==> src/rtl/mlp_layer_sequencer.sv <==
// Control sequencer for the MLP layer memory and MAC array: loads operands once,
// then runs read / MAC / wait / write-back for each of the M-1 compute layers.
`timescale 1ns/1ps

module mlp_layer_sequencer #(
    parameter int M       = 3,
    parameter int N       = 2,
    parameter int TIMEOUT = 64,
    parameter int CW      = 16
) (
    input  logic                     clk,
    input  logic                     rst,
    input  logic                     start,
    input  logic                     abort,
    input  logic                     mac_done,
    output logic                     initial_flag,
    output logic                     read_en,
    output logic                     mac_start,
    output logic                     write_en,
    output logic [$clog2(M-1)-1:0]   layer_addr,
    output logic                     busy,
    output logic                     done,
    output logic                     err,
    output logic [CW-1:0]            cyc_count
);

    localparam int LW = $clog2(M-1);
    localparam int WW = $clog2(TIMEOUT);

    if (M < 3 || N < 1 || TIMEOUT < 2 || CW < 1) begin : g_bad_params
        $error("mlp_layer_sequencer: invalid parameters");
    end

    typedef enum logic [2:0] {
        S_IDLE,
        S_LOAD,
        S_READ,
        S_WAIT,
        S_WRITE,
        S_DONE,
        S_ERR
    } state_t;

    state_t          state;
    state_t          next_state;
    logic [WW-1:0]   wd_count;
    logic            last_layer;
    logic            wd_expired;
    logic            launch;

    assign last_layer = (layer_addr == LW'(M-2));
    assign wd_expired = (wd_count == WW'(TIMEOUT-1));
    assign launch     = (next_state == S_LOAD);

    always_ff @(posedge clk or posedge rst) begin
        if (rst) begin
            state <= S_IDLE;
        end else begin
            state <= next_state;
        end
    end

    always_comb begin
        next_state   = state;
        initial_flag = 1'b0;
        read_en      = 1'b0;
        mac_start    = 1'b0;
        write_en     = 1'b0;
        busy         = 1'b0;
        done         = 1'b0;
        err          = 1'b0;
        case (state)
            S_IDLE: begin
                if (start) next_state = S_LOAD;
            end
            S_LOAD: begin
                initial_flag = 1'b1;
                busy         = 1'b1;
                next_state   = S_READ;
            end
            S_READ: begin
                read_en    = 1'b1;
                mac_start  = 1'b1;
                busy       = 1'b1;
                next_state = S_WAIT;
            end
            S_WAIT: begin
                read_en = 1'b1;
                busy    = 1'b1;
                // mac_done on the expiry cycle still completes the layer
                if (mac_done)        next_state = S_WRITE;
                else if (wd_expired) next_state = S_ERR;
            end
            S_WRITE: begin
                write_en   = 1'b1;
                busy       = 1'b1;
                next_state = last_layer ? S_DONE : S_READ;
            end
            S_DONE: begin
                busy       = 1'b1;
                done       = 1'b1;
                next_state = start ? S_LOAD : S_IDLE;
            end
            S_ERR: begin
                err = 1'b1;
                if (start) next_state = S_LOAD;
            end
            default: next_state = S_IDLE;
        endcase
        if (abort) next_state = S_IDLE;
    end

    always_ff @(posedge clk or posedge rst) begin
        if (rst) begin
            layer_addr <= '0;
            wd_count   <= '0;
            cyc_count  <= '0;
        end else begin
            if (abort || launch) begin
                layer_addr <= '0;
            end else if (state == S_WRITE && !last_layer) begin
                layer_addr <= layer_addr + 1'b1;
            end

            if (state == S_READ) begin
                wd_count <= '0;
            end else if (state == S_WAIT) begin
                wd_count <= wd_count + 1'b1;
            end

            // abort freezes the count so the partial run length stays visible
            if (!abort) begin
                if (launch) begin
                    cyc_count <= '0;
                end else if (busy && cyc_count != '1) begin
                    cyc_count <= cyc_count + 1'b1;
                end
            end
        end
    end

endmodule

==> config.mk <==
export PLATFORM = sky130hd
export DESIGN_NAME = mlp_layer_sequencer
export DESIGN_NICKNAME = d
export VERILOG_FILES = /design/src/rtl/mlp_layer_sequencer.sv
export SDC_FILE = /design/constraint.sdc
export NUM_CORES = 1
export LEC_CHECK = 0
export CAP_MARGIN = 20
export CORE_MARGIN = 10
export CORE_UTILIZATION = 49
export CTS_BUF_LIST = sky130_fd_sc_hd__clkbuf_4 sky130_fd_sc_hd__clkbuf_8
export DETAILED_ROUTE_END_ITERATION = 10
export PLACE_DENSITY = 0.76
export SYNTH_ARGS = -nofsm -noshare
export SYNTH_HDL_FRONTEND = slang
export SYNTH_SLANG_ARGS = --single-unit
==> constraint.sdc <==
create_clock -name clk -period 1.85 [get_ports clk]
set_input_delay 0.37 -clock clk [delete_from_list [all_inputs] [get_ports clk]]
set_output_delay 0.37 -clock clk [all_outputs]
set_load 0.01 [all_outputs]
==> metrics.log <==
INFO  metric synth_top_cells_by_area = sky130_fd_sc_hd__dfrtp_1 40%, sky130_fd_sc_hd__nand2_1 4.4%, sky130_fd_sc_hd__nor2_1 3.9%
INFO  metric synthesis.area_per_instance = 9.65 µm²
INFO  metric path_cells = buf_6 > buf_4 > a21o_1 > inv_2 > buf_4 > nand4b_4 > o21ai_0 > a2bb2oi_2 > o21ai_1
INFO  metric fp-row-count = 20
INFO  metric die_width = 77.7 µm
INFO  metric worst_path_most_repeated_cell = sky130_fd_sc_hd__buf_4
INFO  metric hp-class = in -> async
INFO  metric maximum_root_to_sink_buffer_count = 2
INFO  metric p_leak = 1.17 nW
INFO  metric max_freq = 491 MHz
INFO  metric pwr-share-seq = 38.9%
INFO  metric final.setup_skew = 1.25 ps
INFO  metric remaining_global_route_overflow = 0
INFO  metric critPathRequiredTime = 2070 ps
INFO  metric cp_max_fo = 6
INFO  metric fill_cells = 194
INFO  metric hpwlAfterDp = 3.18 mm
INFO  metric hold_buffers = 0
INFO  metric count_of_state_elements_after_synthesis = 26
INFO  metric critPathLaunchType = register
INFO  metric rsz0062_at_grt = yes
INFO  metric placed_instances = 269
INFO  metric worst_path_largest_cell_delay = 470 ps
INFO  metric netSwitchingFraction = 37.1%
INFO  metric finalNonFillerCells = 287
INFO  metric worstReg2RegEnd = cyc_count[11]$_DFFE_PP0P_
INFO  metric areaGrowthSynthToFinish = 54.9%
INFO  metric critical_path.top_delay_family = compound AO/OA/AOI/OAI gates
INFO  metric comb_power_share = 48.4%
INFO  metric pin_count_of_the_biggest_net_entering_global_routing = 27
INFO  metric max-vdd-ir-drop = 0.586 mV
INFO  metric met3_usage = 4.49%
INFO  metric asyncSetResetFlopFracSynth = 100%
INFO  metric clk-insertion-delay-late = 320 ps
INFO  metric netlist_area = 1630 µm²
INFO  metric total_die_area = 6030 µm²
INFO  metric worstPathArrival = 2260 ps
INFO  metric route.detailed.drc = 0
INFO  metric power.net_switching = 0.718 mW
INFO  metric reg2reg_depth = 9
INFO  metric antenna_violations_before_repair = 0
INFO  metric power = 1.93 mW
INFO  metric io_buffer_count = 28
INFO  metric groute.layer.met1.usage = 18.3%
INFO  metric final_layout_size_suffix_gt1_share = 43.2%
INFO  metric fin_nets = 252
INFO  metric slew-limit-headroom = 75.8%
INFO  metric cellInternalPower = 1.22 mW
INFO  metric clk_pin_slew_worst_paths = 140 ps
INFO  metric worst-slew-pin-transition = 360 ps
INFO  metric drv_slew = 0
INFO  metric drt-pass1-iter-count = 4
INFO  metric ys.flop_type = sky130_fd_sc_hd__dfrtp_1
INFO  metric synth_seq_area_share = 39.9%
INFO  metric powerDensity = 766 nW/µm²
INFO  metric power_frac_clock = 12.7%
INFO  metric layout_min_cycle_time = 2040 ps
INFO  metric cp.buffers_inverters = 4
INFO  metric final_core_util = 80.8%
INFO  metric detail_route.iter0.violations = 139
INFO  metric global_route_wire_length_before_repair = 7.85 mm
INFO  metric setup_viol_count_final = 17
INFO  metric synth-edff-count = 0
INFO  metric r2r_start = state[2]$_DFF_PP0_
INFO  metric yosysTopAreaCellShare = 39.9%
INFO  metric initial_utilization = 52.1%
INFO  metric final-hold-violation-count = 0
INFO  metric place.gp.congestion = 0.862
INFO  metric post-route-worst-setup-slack = -188 ps
INFO  metric routedWlPerCell = 18.5 µm
INFO  metric yosys.cell_types.count = 48
INFO  metric first_global_vias = 1664
INFO  metric postSynthCellCount = 169
INFO  metric post_drt_via_cell_ratio = 5.78
INFO  metric grt.met2_usage = 25.6%
INFO  metric violations_in_the_final_reports = negative setup slack
INFO  metric timing.setup.critical_path_class = reg -> reg
INFO  metric status = finished, violations left
INFO  metric fp.coreArea = 3130 µm²
INFO  metric yosysWarnings = 0
INFO  metric dieHeight = 77.7 µm
INFO  metric totalWireLength = 5.31 mm
INFO  metric clock_tree.root_cell = sky130_fd_sc_hd__clkbuf_4
INFO  metric cell_taking_the_most_area_after_synthesis = sky130_fd_sc_hd__dfrtp_1
INFO  metric tritoncts = built
INFO  metric crit_path_end_kind = register
INFO  metric grt_use_total = 15.3%
INFO  metric num_io_pins = 29
INFO  metric most_crowded_layer_gr = met2
INFO  metric clock_tree.htree_level_count = 1
INFO  metric postSynthNetCount = 176
INFO  metric detail-route-antenna-nets = 0
INFO  metric antenna_cells_inserted = 0
INFO  metric cts-buffers-inserted = 3
INFO  metric numClockSinks = 26
INFO  metric fin_crit_share = 110%
INFO  metric r2r_setup_slack = -190 ps
INFO  metric timing.critical_path.slowest_stage_cell = sky130_fd_sc_hd__dfrtp_2
INFO  metric routed-via-count = 1660
INFO  metric drv.max_cap_violation_count = 0
## layout make-up
cell class | instances | area [µm²] | area share, %
Inverter | 3 | 11.3 | 0.446
Timing Repair Buffer | 79 | 674 | 26.7
Clock buffer | 3 | 22.5 | 0.892
Tap cell | 44 | 55.1 | 2.18
Multi-Input combinational cell | 132 | 1110 | 43.8
Sequential cell | 26 | 656 | 26.0
## registers in the layout, summed over array words and instances (netlist names)
register,flops
cyc_count,16
layer_addr,1
state,3
wd_count,6
## worst register-to-register path, stage by stage, from the launching register on
cell	delay [ps]
sky130_fd_sc_hd__dfrtp_2	470
sky130_fd_sc_hd__buf_6	130
sky130_fd_sc_hd__buf_4	130
sky130_fd_sc_hd__a21o_1	230
sky130_fd_sc_hd__inv_2	80
sky130_fd_sc_hd__buf_4	130
sky130_fd_sc_hd__nand4b_4	180
sky130_fd_sc_hd__o21ai_0	330
sky130_fd_sc_hd__a2bb2oi_2	180
sky130_fd_sc_hd__o21ai_1	80
## per-stage QoR
stage,worst slack (ps),hold slack (ps),cell area [µm²],TNS [ps]
after floorplan,28.4,410,1630,0
after global placement,-313,543,2180,-3920
after detailed placement,-347,563,2180,-4420
after CTS,-130,430,2410,-955
after global routing,-285,414,2530,-3270
final,-188,403,2530,-1680
## cells in the final DEF, fill, tap and decap left out, types with 2 or more instances in the layout
master and n:
sky130_fd_sc_hd__clkbuf_4 3, sky130_fd_sc_hd__clkdlybuf4s50_1 21, sky130_fd_sc_hd__nor3_1 4, sky130_fd_sc_hd__nand3_2 3, sky130_fd_sc_hd__nor4_4 4, sky130_fd_sc_hd__or3_1 2, sky130_fd_sc_hd__mux2i_1 2, sky130_fd_sc_hd__nand3b_1 5
sky130_fd_sc_hd__nor3b_1 2, sky130_fd_sc_hd__ha_1 2, sky130_fd_sc_hd__inv_1 2, sky130_fd_sc_hd__a21oi_2 2, sky130_fd_sc_hd__o211ai_1 2, sky130_fd_sc_hd__nand2_1 19, sky130_fd_sc_hd__xor2_1 3, sky130_fd_sc_hd__a21oi_1 2
sky130_fd_sc_hd__o21ai_0 2, sky130_fd_sc_hd__nor2_4 4, sky130_fd_sc_hd__dfrtp_1 22, sky130_fd_sc_hd__buf_2 5, sky130_fd_sc_hd__a22o_1 5, sky130_fd_sc_hd__nand3_1 7, sky130_fd_sc_hd__buf_6 10, sky130_fd_sc_hd__xnor2_1 3
sky130_fd_sc_hd__and3b_1 2, sky130_fd_sc_hd__nor2b_1 3, sky130_fd_sc_hd__buf_4 41, sky130_fd_sc_hd__o21ai_1 3, sky130_fd_sc_hd__and4_1 2, sky130_fd_sc_hd__o311ai_2 3, sky130_fd_sc_hd__nor2_2 7, sky130_fd_sc_hd__nor2_1 6
sky130_fd_sc_hd__a2bb2oi_2 2, sky130_fd_sc_hd__nand4_1 4, sky130_fd_sc_hd__a21o_1 4, sky130_fd_sc_hd__dfrtp_2 4, sky130_fd_sc_hd__and3_1 2
## power by group through the flow
stage | Clock [mW] | Sequential, mW | Combinational, mW
after floorplan | 0 | 0.790 | 0.328
after global placement | 0 | 0.748 | 0.738
after CTS | 0.244 | 0.742 | 0.835
final | 0.246 | 0.753 | 0.936
after global routing | 0.273 | 0.768 | 1.01
after detailed placement | 0 | 0.755 | 0.761
## worst max-delay path by stage
stage                                  start                        end  slack (ps)  cells after the start
after floorplan           state[2]$_DFF_PP0_   cyc_count[2]$_DFFE_PP0P_          30                      6
after global placement              mac_done  cyc_count[10]$_DFFE_PP0P_        -310                      8
after detailed placement            mac_done   cyc_count[4]$_DFFE_PP0P_        -350                      8
after CTS                 state[2]$_DFF_PP0_   cyc_count[4]$_DFFE_PP0P_        -130                      7
after global routing      state[2]$_DFF_PP0_  cyc_count[11]$_DFFE_PP0P_        -290                      9
final                     state[2]$_DFF_PP0_  cyc_count[11]$_DFFE_PP0P_        -190                      9
## metal layers
metal	part of all wire [%]	vias to the layer above
met5	0	-
met4	1.7	0
met3	6.7	12
met2	52	66
met1	40	808
li1	-	774
## cells in the mapped netlist, types with 3 or more instances
cell type,n
sky130_fd_sc_hd__nand3b_1,5
sky130_fd_sc_hd__a22o_1,5
sky130_fd_sc_hd__xor2_1,4
sky130_fd_sc_hd__o311ai_2,3
sky130_fd_sc_hd__nor3_1,5
sky130_fd_sc_hd__nand4_1,4
sky130_fd_sc_hd__mux2i_1,3
sky130_fd_sc_hd__xnor2_1,4
sky130_fd_sc_hd__inv_1,3
sky130_fd_sc_hd__a21oi_1,4
sky130_fd_sc_hd__dfrtp_1,26
sky130_fd_sc_hd__nand2_1,19
sky130_fd_sc_hd__nor2_1,17
sky130_fd_sc_hd__a21o_1,4
sky130_fd_sc_hd__o21ai_1,3
sky130_fd_sc_hd__nor2b_1,3
sky130_fd_sc_hd__o21ai_0,3
sky130_fd_sc_hd__nor4_1,3
sky130_fd_sc_hd__nand3_1,10
## cells by family after synthesis
kind of cell | Yosys count | synth area share [%]
compound gates | 33 | 17.2
xor+xnor | 8 | 4.30
fa+ha+maj | 2 | 1.53
buf+inv | 11 | 4.07
flops | 26 | 39.9
mux | 3 | 1.84
simple gates | 86 | 31.2
## repair_timing
action,4_1_cts,5_1_grt
resized for setup,49,30
hold endpoints to repair,0,0
gates cloned,0,0
pin swaps,18,14
endpoints found under the setup margin,22,23
buffers inserted,13,3
(Power assumes the default switching activity.)
